==> config.mk <==
export PLATFORM = sky130hd
export DESIGN_NAME = mem_sweep_ctrl
export DESIGN_NICKNAME = d
export VERILOG_FILES = /design/src/rtl/mem_sweep_ctrl.sv
export SDC_FILE = /design/constraint.sdc
export NUM_CORES = 1
export LEC_CHECK = 0
export ABC_CLOCK_PERIOD_IN_PS = 4000
export CORE_MARGIN = 3
export CORE_UTILIZATION = 40
export CTS_BUF_LIST = sky130_fd_sc_hd__clkbuf_2
export DETAILED_ROUTE_END_ITERATION = 8
export PLACE_DENSITY = 0.68
export SYNTH_ARGS = -nofsm -noshare
export SYNTH_HDL_FRONTEND = slang
export SYNTH_SLANG_ARGS = --single-unit
==> constraint.sdc <==
create_clock -name clk -period 4 [get_ports clk]
set_input_delay 0.8 -clock clk [delete_from_list [all_inputs] [get_ports clk]]
set_output_delay 0.8 -clock clk [all_outputs]
set_load 0.005 [all_outputs]
==> src/rtl/mem_sweep_ctrl.sv <==
`default_nettype none
// ============================================================================
//  Module   : mem_sweep_ctrl
//  Purpose  : Sweep sequencer for one inferred block-RAM instance. Owns the
//             address / write-data / write-enable side of the memory and runs
//             one of three end-to-end sweeps:
//               FILL  - write pat(a) to every address 0..DEPTH_MEM-1
//               CHECK - read every address back, count pat(a) mismatches
//               SIGN  - read every address back, accumulate ones-count and
//                       XOR signature (used to confirm bitstream-loaded
//                       content without rewriting the array)
//             pat(a)[i] = a[i mod 32] ^ INVERT
//
//  Ports    : clk            in   clock, all logic on rising edge
//             reset          in   synchronous, active-high reset
//             start          in   one-cycle sweep request (IDLE only)
//             mode[1:0]      in   0=FILL 1=CHECK 2=SIGN 3=reserved (ignored)
//             abort          in   terminate a sweep in progress, no done
//             mem_raddr[31:0] out read address (zero-extended counter)
//             mem_waddr[31:0] out write address (zero-extended counter)
//             mem_din        out  write data, WID_MEM bits
//             mem_we         out  write enable, high only while filling
//             mem_dout       in   registered read data, 1-cycle latency
//             busy           out  sweep in progress (FILL/READ/DRAIN)
//             done           out  one-cycle pulse at normal completion
//             err_count[31:0] out CHECK mismatches, saturating
//             first_err_addr[31:0] out address of first CHECK mismatch
//             ones_count[31:0] out SIGN ones total, saturating
//             xor_sig        out  SIGN XOR of all words read
//
//  Revision : 1.0 - initial release
// ============================================================================
module mem_sweep_ctrl #(
    parameter int WID_MEM   = 1,
    parameter int DEPTH_MEM = 65536,
    parameter int INVERT    = 0
) (
    input  logic               clk,
    input  logic               reset,
    input  logic               start,
    input  logic [1:0]         mode,
    input  logic               abort,
    output logic [31:0]        mem_raddr,
    output logic [31:0]        mem_waddr,
    output logic [WID_MEM-1:0] mem_din,
    output logic               mem_we,
    input  logic [WID_MEM-1:0] mem_dout,
    output logic               busy,
    output logic               done,
    output logic [31:0]        err_count,
    output logic [31:0]        first_err_addr,
    output logic [31:0]        ones_count,
    output logic [WID_MEM-1:0] xor_sig
);

    // ------------------------------------------------------------------------
    // Constants
    // ------------------------------------------------------------------------
    localparam int ADDR_W = $clog2(DEPTH_MEM);
    localparam int CNT_W  = $clog2(WID_MEM + 1);

    localparam logic [ADDR_W-1:0] c_LAST_ADDR  = ADDR_W'(DEPTH_MEM - 1);
    localparam logic              c_INV        = (INVERT != 0);
    localparam logic [1:0]        c_MODE_FILL  = 2'd0;
    localparam logic [1:0]        c_MODE_CHECK = 2'd1;
    localparam logic [1:0]        c_MODE_SIGN  = 2'd2;

    typedef enum logic [2:0] {
        ST_IDLE  = 3'd0,
        ST_FILL  = 3'd1,
        ST_READ  = 3'd2,
        ST_DRAIN = 3'd3,
        ST_DONE  = 3'd4
    } state_t;

    // ------------------------------------------------------------------------
    // Helper functions
    // ------------------------------------------------------------------------
    // Test pattern: bit i of the word is address bit (i mod 32), so words
    // wider than 32 bits repeat the address.
    function automatic logic [WID_MEM-1:0] pattern(input logic [ADDR_W-1:0] a);
        logic [31:0]        a32;
        logic [WID_MEM-1:0] p;
        a32 = 32'(a);
        p   = '0;
        for (int i = 0; i < WID_MEM; i++) begin
            p[i] = a32[i % 32] ^ c_INV;
        end
        return p;
    endfunction

    function automatic logic [CNT_W-1:0] popcount(input logic [WID_MEM-1:0] v);
        logic [CNT_W-1:0] c;
        c = '0;
        for (int i = 0; i < WID_MEM; i++) begin
            c = c + CNT_W'(v[i]);
        end
        return c;
    endfunction

    // ------------------------------------------------------------------------
    // State
    // ------------------------------------------------------------------------
    state_t              state_q,          state_d;
    logic [ADDR_W-1:0]   addr_q,           addr_d;
    logic                sweep_chk_q,      sweep_chk_d;   // 1=CHECK, 0=SIGN
    logic                rd_vld_q,         rd_vld_d;
    logic [ADDR_W-1:0]   rd_tag_q,         rd_tag_d;
    logic [31:0]         err_count_q,      err_count_d;
    logic [31:0]         first_err_addr_q, first_err_addr_d;
    logic [31:0]         ones_count_q,     ones_count_d;
    logic [WID_MEM-1:0]  xor_sig_q,        xor_sig_d;

    logic                w_busy;
    logic                w_mode_ok;
    logic                w_eval;
    logic                w_mismatch;
    logic [WID_MEM-1:0]  w_pat_cur;
    logic [WID_MEM-1:0]  w_pat_tag;
    logic [CNT_W-1:0]    w_pop;
    logic [32:0]         w_ones_sum;

    assign w_busy    = (state_q == ST_FILL) || (state_q == ST_READ) ||
                       (state_q == ST_DRAIN);
    assign w_mode_ok = (mode == c_MODE_FILL) || (mode == c_MODE_CHECK) ||
                       (mode == c_MODE_SIGN);

    assign w_pat_cur  = pattern(addr_q);
    assign w_pat_tag  = pattern(rd_tag_q);
    assign w_pop      = popcount(mem_dout);
    assign w_ones_sum = {1'b0, ones_count_q} + 33'(w_pop);

    // A returning word is evaluated in the cycle after its address was
    // issued. An abort in that same cycle throws the word away.
    assign w_eval     = rd_vld_q && !(abort && w_busy);
    assign w_mismatch = (mem_dout != w_pat_tag);

    // ------------------------------------------------------------------------
    // Next-state and result logic
    // ------------------------------------------------------------------------
    always_comb begin
        state_d          = state_q;
        addr_d           = addr_q;
        sweep_chk_d      = sweep_chk_q;
        rd_vld_d         = 1'b0;
        rd_tag_d         = rd_tag_q;
        err_count_d      = err_count_q;
        first_err_addr_d = first_err_addr_q;
        ones_count_d     = ones_count_q;
        xor_sig_d        = xor_sig_q;

        // Result accumulation for the word tagged in the previous cycle.
        if (w_eval) begin
            if (sweep_chk_q) begin
                if (w_mismatch) begin
                    if (err_count_q != 32'hFFFF_FFFF) begin
                        err_count_d = err_count_q + 32'd1;
                    end
                    // err_count only leaves zero on the first mismatch of a
                    // sweep, so it doubles as the "first error" marker.
                    if (err_count_q == 32'd0) begin
                        first_err_addr_d = 32'(rd_tag_q);
                    end
                end
            end else begin
                ones_count_d = w_ones_sum[32] ? 32'hFFFF_FFFF : w_ones_sum[31:0];
                xor_sig_d    = xor_sig_q ^ mem_dout;
            end
        end

        case (state_q)
            ST_IDLE: begin
                // abort has no effect here; start with a legal mode wins.
                if (start && w_mode_ok) begin
                    addr_d           = '0;
                    sweep_chk_d      = (mode == c_MODE_CHECK);
                    err_count_d      = '0;
                    first_err_addr_d = 32'hFFFF_FFFF;
                    ones_count_d     = '0;
                    xor_sig_d        = '0;
                    state_d          = (mode == c_MODE_FILL) ? ST_FILL : ST_READ;
                end
            end

            ST_FILL: begin
                if (abort) begin
                    state_d = ST_IDLE;
                end else if (addr_q == c_LAST_ADDR) begin
                    // Counter parks on the last address rather than wrapping.
                    state_d = ST_DONE;
                end else begin
                    addr_d = addr_q + 1'b1;
                end
            end

            ST_READ: begin
                if (abort) begin
                    state_d = ST_IDLE;
                end else begin
                    rd_vld_d = 1'b1;
                    rd_tag_d = addr_q;
                    if (addr_q == c_LAST_ADDR) begin
                        state_d = ST_DRAIN;
                    end else begin
                        addr_d = addr_q + 1'b1;
                    end
                end
            end

            // One extra cycle so the final returned word gets evaluated.
            ST_DRAIN: begin
                state_d = abort ? ST_IDLE : ST_DONE;
            end

            ST_DONE: begin
                state_d = ST_IDLE;
            end

            default: begin
                state_d = ST_IDLE;
            end
        endcase
    end

    // ------------------------------------------------------------------------
    // Registers
    // ------------------------------------------------------------------------
    always_ff @(posedge clk) begin
        if (reset) begin
            state_q          <= ST_IDLE;
            addr_q           <= '0;
            sweep_chk_q      <= 1'b0;
            rd_vld_q         <= 1'b0;
            rd_tag_q         <= '0;
            err_count_q      <= '0;
            first_err_addr_q <= 32'hFFFF_FFFF;
            ones_count_q     <= '0;
            xor_sig_q        <= '0;
        end else begin
            state_q          <= state_d;
            addr_q           <= addr_d;
            sweep_chk_q      <= sweep_chk_d;
            rd_vld_q         <= rd_vld_d;
            rd_tag_q         <= rd_tag_d;
            err_count_q      <= err_count_d;
            first_err_addr_q <= first_err_addr_d;
            ones_count_q     <= ones_count_d;
            xor_sig_q        <= xor_sig_d;
        end
    end

    // ------------------------------------------------------------------------
    // Outputs
    // ------------------------------------------------------------------------
    // Memory-side outputs decode straight from registered state, so mem_we
    // falls on the same edge that leaves FILL (abort, completion or reset).
    assign mem_we         = (state_q == ST_FILL);
    assign mem_waddr      = 32'(addr_q);
    assign mem_raddr      = 32'(addr_q);
    assign mem_din        = mem_we ? w_pat_cur : '0;

    assign busy           = w_busy;
    assign done           = (state_q == ST_DONE);
    assign err_count      = err_count_q;
    assign first_err_addr = first_err_addr_q;
    assign ones_count     = ones_count_q;
    assign xor_sig        = xor_sig_q;

endmodule
`default_nettype wire

# Yosys cells after proc, flatten, opt, wreduce, memory -nomap -nowiden
# Cells that the tools add are included.
# totals
regBits,134
out_inout_bits,165
word_cells,82
inputBits,7
# op_classes
bitwise_logic,3
addsub,3
muxes,35
n_reduce_logical,18
eq_ne,14
# op_table
op,count
$mux W32,17
$mux W16,3
$add A32 B1 Y33,1
$add A32 B1 Y32 const B,1
$logic_not A32 Y1,1
$ne A32 B32 Y1 const B,1
$pmux W16 S2,1
$mux W3,6
$add A16 B1 Y16 const B,1
$eq A16 B16 Y1 const B,1
$pmux W3 S4,1
$eq A3 B2 Y1 const B,2
$mux W1,6
$ne A2 B2 Y1 const B,3
$ne A3 B2 Y1 const B,2
$logic_or A1 B1 Y1,4
$reduce_and A2 Y1,2
$reduce_and A4 Y1,1
$reduce_or A2 Y1,2
$eq A3 B1 Y1 const B,1
$eq A3 B3 Y1 const B,1
$logic_and A1 B1 Y1,3
$logic_not A3 Y1,1
$reduce_and A3 Y1,1
other kinds (9),10

# Longest topological paths before layout
# Gate-level depths: netlist of run 1.
# depth
word_depth,9
mapped_depth,8
depth_no_buf,7

# Worst setup path after synthesis of run 1
# No wires, ideal clock.
# synth_path
kind,input-to-reg
start,input port mem_dout
end,"register ones_count_q[19], in the netlist ones_count[19]"
cell_stages,8
path_buffers,2
required_ns,3.863
setup_slack_ns,1.642
t_arrival_ns,2.221
setup_time_ns,0.137
path_cell_list,ha_1 > ha_1 > nand4_1 > clkbuf_1 > nor4_1 > nand2_1 > clkbuf_1 > a31oi_1
# synth_via
elab_chain_len,6
# synth_rtl
element,line_no,text
from (decl),47,"input logic [WID_MEM-1:0] mem_dout,"
$add A32 B1 Y33 (*),131,"assign w_ones_sum = {1'b0, ones_count_q} + 33'(w_pop);"
$mux W32 (*),166,ones_count_d = w_ones_sum[32] ? 32'hFFFF_FFFF : w_ones_sum[31:0];
$mux W32 (*),154,if (sweep_chk_q) begin
$mux W32 (*),153,if (w_eval) begin
$mux W32,174,if (start && w_mode_ok) begin
$mux W32 (*),171,case (state_q)
to (signal assigned),247,ones_count_q <= ones_count_d;
to (decl),111,"logic [31:0] ones_count_q, ones_count_d;"
# Mark *: on every way between the ends. The rest lies on a longest branch, timed or not.
# A chain may end at the register's enable or synchronous reset.

# Final worst setup path of run 1
# layout_path
start,register state_q[1]
end,output port busy
# layout_via
elab_chain_len,3
word_cells_on_any_way,5
classes_between,3 x eq/ne; 2 x reduce/logical
# layout_rtl
element,line_no,text
from (decl),104,"state_t state_q, state_d;"
from (signal assigned),240,state_q <= state_d;
$eq A3 B1 Y1 or $eq A3 B2 Y1 (tied branches),123,assign w_busy = (state_q == ST_FILL) || (state_q == ST_READ) ||
$logic_or A1 B1 Y1,123,
$logic_or A1 B1 Y1 (*),123,
to (decl),48,"output logic busy,"
# Marks and branches as above.

==> results of run 1 <==
-- routing by layer --
layer | share of wire (%) | vias to the layer above | GRT usage, % | wire length (microns)
li1 | - | 2923 | - | -
met1 | 48 | 2743 | 25.0 | 7890
met2 | 45 | 185 | 27.1 | 7400
met3 | 5.4 | 20 | 4.81 | 882
met4 | 1.4 | 0 | 6.06 | 234
met5 | 0 | - | 0 | 0
-- critical path, cell delays in order (launching register included) --
cell and delay [ns]:
dfxtp_1 0.57, o21ba_1 0.42, clkdlybuf4s50_1 0.59
-- cell families after synthesis --
family	Yosys count
AO/OA/AOI/OAI	159
XOR/XNOR	27
adder cells (fa/ha/maj)	5
buffers and inverters	100
flip-flops	134
multiplexers	18
other	1
AND/OR/NAND/NOR	327
-- layout make-up --
type / count / area share [%]
flip-flops and latches: 134 / 33.8
repair buffers: 146 / 18.5
multi-input cells: 568 / 41.2
well taps: 211 / 3.33
clock inverters: 14 / 1.50
clock buffers: 18 / 1.13
inverters: 12 / 0.567
-- worst max path at each step --
| stage | from | end |
|---|---|---|
| 5_1_grt | state_q[1]$_SDFFE_PP0P_ | busy |
| 4_1_cts | state_q[0]$_SDFFE_PP0P_ | mem_din |
| 3_5_place_dp | mem_dout | ones_count[29]$_SDFF_PP0_ |
| 2_1_floorplan | mem_dout | ones_count[19]$_SDFF_PP0_ |
| 6_report | state_q[1]$_SDFFE_PP0P_ | busy |
| 3_3_place_gp | mem_dout | ones_count[29]$_SDFF_PP0_ |
-- metrics by stage --
| step | worst slack (ns) | total power [W] | cells |
|---|---|---|---|
| detailed placement | 0.630 | 0.00150 | 1071 |
| finish | 0.924 | 0.00222 | 1103 |
| floorplan | 1.64 | 0.00148 | 802 |
| global placement | 0.690 | 0.00150 | 1071 |
| global route | 0.714 | 0.00232 | 1103 |
| CTS | 0.819 | 0.00225 | 1103 |
-- cells in the final DEF (no fill, tap or decap), types with 3 or more instances in the layout --
cell type        netlist  routed
and4_1                 9       9
clkinv_4               0       3
and3_1                17      17
inv_1                 12      12
conb_1                 1      32
a31oi_1               11      11
nand2_1              121     120
clkbuf_2               0      18
and2_1                 4       4
dfxtp_1              134     134
or3_1                 33      33
inv_6                  0       5
nand2b_1               3       3
or2_2                  4       4
a311oi_1               3       3
nor2_1                24      24
a211oi_1               3       3
a21oi_1               72      71
or4_1                 18      18
mux2i_1               18      18
o31ai_1               12      12
xnor2_1               15      15
nor4_1                15      15
a2111oi_0              3       3
ha_1                   5       5
nand3_1               35      35
xor2_1                12      12
o21ai_0               28      28
clkdlybuf4s50_1        0     139
nand4_1               21      21
o21ai_1                6       6
nor3_1                15      15
o211ai_1               7       7
clkinvlp_4             0       3
buf_4                 50       5
-- where the power goes --
part	internal, W	switching (W)	total (W)
Clock	0.000183	0.000560	0.000744
Sequential	0.00134	0.00000841	0.00135
Combinational	0.0000395	0.0000882	0.000128
-- registers in the layout, indices dropped and copies added, names as in the netlist --
signal,flops
xor_sig,1
ones_count,32
state_q,3
first_err_addr,32
rd_tag_q,16
addr_q,16
rd_vld_q,1
sweep_chk_q,1
err_count,32
==> impl_metrics.py, run 1 <==
metrics = {
    "yosys": {
        "ys_top_cells_by_count": "dfxtp_1 (134), nand2_1 (121), a21oi_1 (72), buf_4 (50), nand3_1 (35)",
        "async_flop_share_pct": 0,
        "yosys_register_bits": 134,
        "ys_warn_count": 0,
        "synth_xor_area_share_pct": 3.70,
        "synthMuxAreaShare_pct": 2.82,
        "ys_seq_area_share_pct": 42.0,
        "synth-compound-area-share_pct": 15.1,
        "synthAdderAreaFrac_pct": 0.979,
        "ys_types": 51,
        "synth_top_family_by_area": "simple AND/OR/NAND/NOR gates",
        "synth_top_area_cell": "dfxtp_1",
        "yosysMostFrequentCell": "dfxtp_1",
        "yosys.area_share.simple_pct": 26.5,
        "syn-cell-area_sq_mm": 0.00639,
        "syn_area_per_cell_sq_um": 8.29,
        "synth_cells": 771,
        "yosys.area.top_type_share_pct": 42.0,
        "synth_edf_count": 0,
        "synthFlopType": "dfxtp_1",
        "ys_top_cells_by_area": "dfxtp_1 (42%), nand2_1 (7.1%), buf_4 (5.9%), a21oi_1 (5.6%), or3_1 (3.2%)",
    },
    "floorplanning": {
        "die_h_microns": 132,
        "ios": 172,
        "dieArea_sq_mm": 0.0175,
        "start_util_pct": 41.4,
        "die_w_microns": 132,
        "row_count": 45,
        "core_area_sq_mm": 0.0154,
    },
    "placement": {
        "gp_congestion": 0.810,
        "placed_cell_area_sq_mm": 0.00773,
        "io_buffers": 139,
        "dp_hpwl_microns": 11500,
    },
    "setup_path": {
        "r2r_slack_ns": 1.14,
        "r2r.worst_path.cells": 5,
        "reg2reg_from": "err_count[12]$_SDFF_PP0_",
        "worstPathMaxFanout": 11,
        "required_ns": 3.20,
        "r2r-end": "err_count[25]$_SDFF_PP0_",
        "crit_path_end_kind": "primary output",
        "path_class": "reg -> out",
        "arrival_ns": 2.28,
        "worstSetupStartpointType": "register",
    },
    "timing": {
        "final_max_slew_viol_count": 0,
        "post-route-period-util_pct": 76.9,
        "worstMarginPinSlew_ns": 1.15,
        "clock_skew_ns": 0.0374,
        "fmaxAchievable_mhz": 325,
        "setup_viol_count_final": 0,
        "fin_crit_ns": 3.08,
        "rsz0062_at_grt": "no",
        "hold_viol_final": 0,
        "hold-worst-slack_ns": 0.454,
        "setup_tns_ns": 0,
        "relSlewSlack_pct": 23.1,
    },
    "clock_tree": {
        "ctsHoldBuffers": 0,
        "root_buffer": "clkbuf_2",
        "clk_path_buf_depth": 2,
        "clkLatencyLatePin_ns": 0.71,
        "post-cts-setup-buffer-count": 0,
        "cts_buffers": 17,
        "clk_pin_slew_worst_paths_ns": 0.22,
        "htree_levels": 4,
        "tritoncts": "built",
        "clock_sinks": 134,
        "cts_resized": 0,
    },
    "finish": {
        "regArea_sq_mm": 0.00268,
        "layout-drive-gt1-share_pct": 5.72,
        "final_nets": 891,
        "finalInstanceArea_sq_mm": 0.00794,
        "areaGrowthSynthToFinish_pct": 24.2,
        "finalCoreUtilization_pct": 51.5,
        "n_antenna_cell": 0,
        "multi_input_area_sq_mm": 0.00327,
        "num-fill-cells": 1523,
    },
    "drt": {
        "vias_per_cell": 5.32,
        "wl_microns": 16400,
        "wl_per_cell_microns": 14.9,
        "drc": 0,
        "final_antenna_net_count": 0,
        "vias": 5871,
        "drt_iter0_drc": 422,
        "firstDrtPassIters": 5,
    },
    "worst_hold_path": {
        "whs_endpoint": "first_err_addr[27]$_SDFF_PP1_",
        "hold_class": "reg -> reg",
        "hp-start": "first_err_addr[27]$_SDFF_PP1_",
        "holdPathStages": 2,
    },
    "power": {
        "p_per_area_mw_per_mm2": 280,
        "ir_worst_vdd_mv": 0.128,
        "p_leak_nw": 2.76,
    },
    "global_routing": {
        "grt_pass1_wl_microns": 26200,
        "antenna_found_initial": 0,
        "grt_pass1_vias": 5154,
        "track_usage_pct": 18.0,
        "grt_overflow": 0,
        "grt_max_degree": 41,
    },
    "outcome": {
        "outcome": "finished clean",
    },
    "run": {
        "maxCapViolCount": 0,
    },
}
No activity file was read; power rests on OpenSTA's default activity.
==> inputs of run 2 (changes only) <==
--- a/config.mk
+++ b/config.mk
@@ -5,12 +5,12 @@
 export SDC_FILE = /design/constraint.sdc
 export NUM_CORES = 1
 export LEC_CHECK = 0
-export ABC_CLOCK_PERIOD_IN_PS = 4000
+export ABC_CLOCK_PERIOD_IN_PS = 2800
 export CORE_MARGIN = 3
 export CORE_UTILIZATION = 40
 export CTS_BUF_LIST = sky130_fd_sc_hd__clkbuf_2
 export DETAILED_ROUTE_END_ITERATION = 8
-export PLACE_DENSITY = 0.68
+export PLACE_DENSITY = 0.71
 export SYNTH_ARGS = -nofsm -noshare
 export SYNTH_HDL_FRONTEND = slang
 export SYNTH_SLANG_ARGS = --single-unit
==> constraint.sdc (replaced) <==
create_clock -name clk -period 2.8 [get_ports clk]
set_input_delay 0.56 -clock clk [delete_from_list [all_inputs] [get_ports clk]]
set_output_delay 0.56 -clock clk [all_outputs]
set_load 0.005 [all_outputs]
==> run 2 against run 1 <==
  * Total power up 43%
  * Critical path depth up 2
  * Critical path type unchanged
  * Design area is 2.2% higher
  * First-iteration DRC count increased by 1.9%
  * Critical endpoint is now mem_din
  * Combinational power is 57% higher
  * Die area unchanged
  * Largest cell class unchanged
  * Non-clock buffer count increased by 23
  * Wire length is 0.26% higher
==> impl_metrics.py, run 2 (synthesis gave the netlist of run 1 again) <==
metrics = {
    "outcome": {
        "outcome": "finished clean",
    },
    "finish": {
        "n_antenna_cell": 0,
        "layout-drive-gt1-share_pct": 8.31,
        "areaGrowthSynthToFinish_pct": 26.9,
        "regArea_sq_mm": 0.00269,
        "final_nets": 914,
        "fin_cells": 1126,
        "num-fill-cells": 1501,
        "final_common_cell": "clkdlybuf4s50_1",
        "layout_common_cells": "clkdlybuf4s50_1 (139), dfxtp_1 (133), nand2_1 (120), a21oi_1 (71), nand3_1 (35)",
        "multi_input_area_sq_mm": 0.00328,
    },
    "drt": {
        "final_antenna_net_count": 0,
        "vias": 5972,
        "vias_per_cell": 5.30,
        "drc": 0,
        "drt_iter0_drc": 430,
        "wl_per_cell_microns": 14.6,
        "wl_microns": 16400,
        "firstDrtPassIters": 5,
    },
    "clock_tree": {
        "clkLatencyLatePin_ns": 0.72,
        "tritoncts": "built",
        "clk_path_buf_depth": 2,
        "htree_levels": 4,
        "clk_pin_slew_worst_paths_ns": 0.23,
        "cts_buffers": 17,
        "clock_sinks": 134,
        "root_buffer": "clkbuf_2",
    },
    "global_routing": {
        "grt_overflow": 0,
        "track_usage_pct": 18.4,
        "grt_max_degree": 41,
        "grt_pass1_wl_microns": 26900,
        "grt_pass1_vias": 5272,
        "antenna_found_initial": 0,
    },
    "floorplanning": {
        "core_area_sq_mm": 0.0154,
        "die_h_microns": 132,
        "die_w_microns": 132,
        "ios": 172,
        "row_count": 45,
        "start_util_pct": 41.4,
        "dieArea_sq_mm": 0.0175,
    },
    "placement": {
        "placedCellCount": 1094,
        "gp_congestion": 0.822,
        "dpl_worst_slack_ns": 0.108,
        "dp_hpwl_microns": 11800,
        "io_buffers": 139,
    },
    "timing": {
        "clock_skew_ns": 0.0332,
        "hold_viol_final": 0,
        "fmaxAchievable_mhz": 384,
        "fin_crit_ns": 2.60,
        "final_max_slew_viol_count": 0,
        "relSlewSlack_pct": 52.6,
        "setup_viol_count_final": 0,
        "setup_tns_ns": 0,
        "post-route-period-util_pct": 93.0,
        "worstMarginPinSlew_ns": 0.709,
        "rsz0062_at_grt": "yes",
        "fin_ws_ns": 0.196,
    },
    "setup_path": {
        "arrival_ns": 2.04,
        "worstSetupStartpointType": "register",
        "worstPathMaxFanout": 10,
        "required_ns": 2.24,
        "crit_path_end_kind": "primary output",
        "path_class": "reg -> out",
    },
    "worst_hold_path": {
        "hold_class": "reg -> reg",
    },
    "power": {
        "ir_worst_vdd_mv": 0.239,
        "p_leak_nw": 2.86,
        "p_per_area_mw_per_mm2": 391,
    },
    "run": {
        "maxCapViolCount": 0,
    },
}
[run 2: where the power goes]
part / total [W] / switching [W] / internal, W
sequential: 0.00193 / 0.00000874 / 0.00192
clock: 0.00104 / 0.000793 / 0.000249
combinational: 0.000201 / 0.000133 / 0.0000675
total: 0.00317 / 0.000936 / 0.00224
[run 2: final timing paths]
check / cells after the start / slack, ns / startpoint / end
worst max register to register: 6 / 0.25 / err_count[23]$_SDFF_PP0_ / err_count[25]$_SDFF_PP0_
worst min register to register: 2 / 0.46 / first_err_addr[27]$_SDFF_PP1_ / first_err_addr[27]$_SDFF_PP1_
worst min-delay path: 2 / 0.46 / first_err_addr[27]$_SDFF_PP1_ / first_err_addr[27]$_SDFF_PP1_
worst max-delay path: 4 / 0.20 / state_q[1]$_SDFFE_PP0P_ / mem_din
[run 2: critical path: stages (launching register included)]
cell	delay, ns
dfxtp_1	0.36
buf_4	0.17
nor3_2	0.19
and2_1	0.14
clkdlybuf4s50_1	0.49
[run 2: stage by stage]
step / hold WS [ns] / total power [W] / util (%) / area, sq um
2_1_floorplan: 0.430 / 0.00211 / - / 6510
3_3_place_gp: 0.429 / 0.00216 / 51.1 / 7890
3_5_place_dp: 0.434 / 0.00216 / 51.1 / 7890
4_1_cts: 0.389 / 0.00321 / 52.5 / 8100
5_1_grt: 0.403 / 0.00332 / 52.6 / 8110
6_report: 0.455 / 0.00317 / 52.6 / 8110
[run 2: final cells by class]
class	count	share of cell area, %
sequential	134	33.1
tap	211	3.26
clock buffer	17	1.05
timing repair buffer	169	20.1
clock inverter	15	1.50
multi-input combinational	568	40.4
inverter	12	0.555
[run 2: layer usage]
metal | global-route usage, % | up-vias | wire length, microns | share of wire [%]
met5 | 0 | - | 0 | 0
met4 | 5.60 | 0 | 214 | 1.3
met3 | 5.15 | 23 | 1100 | 6.7
met2 | 27.9 | 196 | 7500 | 46
met1 | 25.6 | 2781 | 7630 | 46
li1 | - | 2972 | - | -
[run 2: what timing repair did]
action / 4_1_cts / 5_1_grt
buffers inserted: 0 / 0
gates resized for setup: 3 / 2
gates cloned: 0 / 0
setup endpoints to repair: 2 / 1
hold buffers: 0 / 0
hold endpoints to repair: 0 / 0
==> inputs of run 3 (changes only) <==
--- a/config.mk
+++ b/config.mk
@@ -11,6 +11,7 @@
 export CTS_BUF_LIST = sky130_fd_sc_hd__clkbuf_2
 export DETAILED_ROUTE_END_ITERATION = 8
 export PLACE_DENSITY = 0.71
+export SLEW_MARGIN = 0
 export SYNTH_ARGS = -nofsm -noshare
 export SYNTH_HDL_FRONTEND = slang
 export SYNTH_SLANG_ARGS = --single-unit
==> results of run 3 <==
Same layout as run 2: the final DEF is identical, and so are final timing and power.
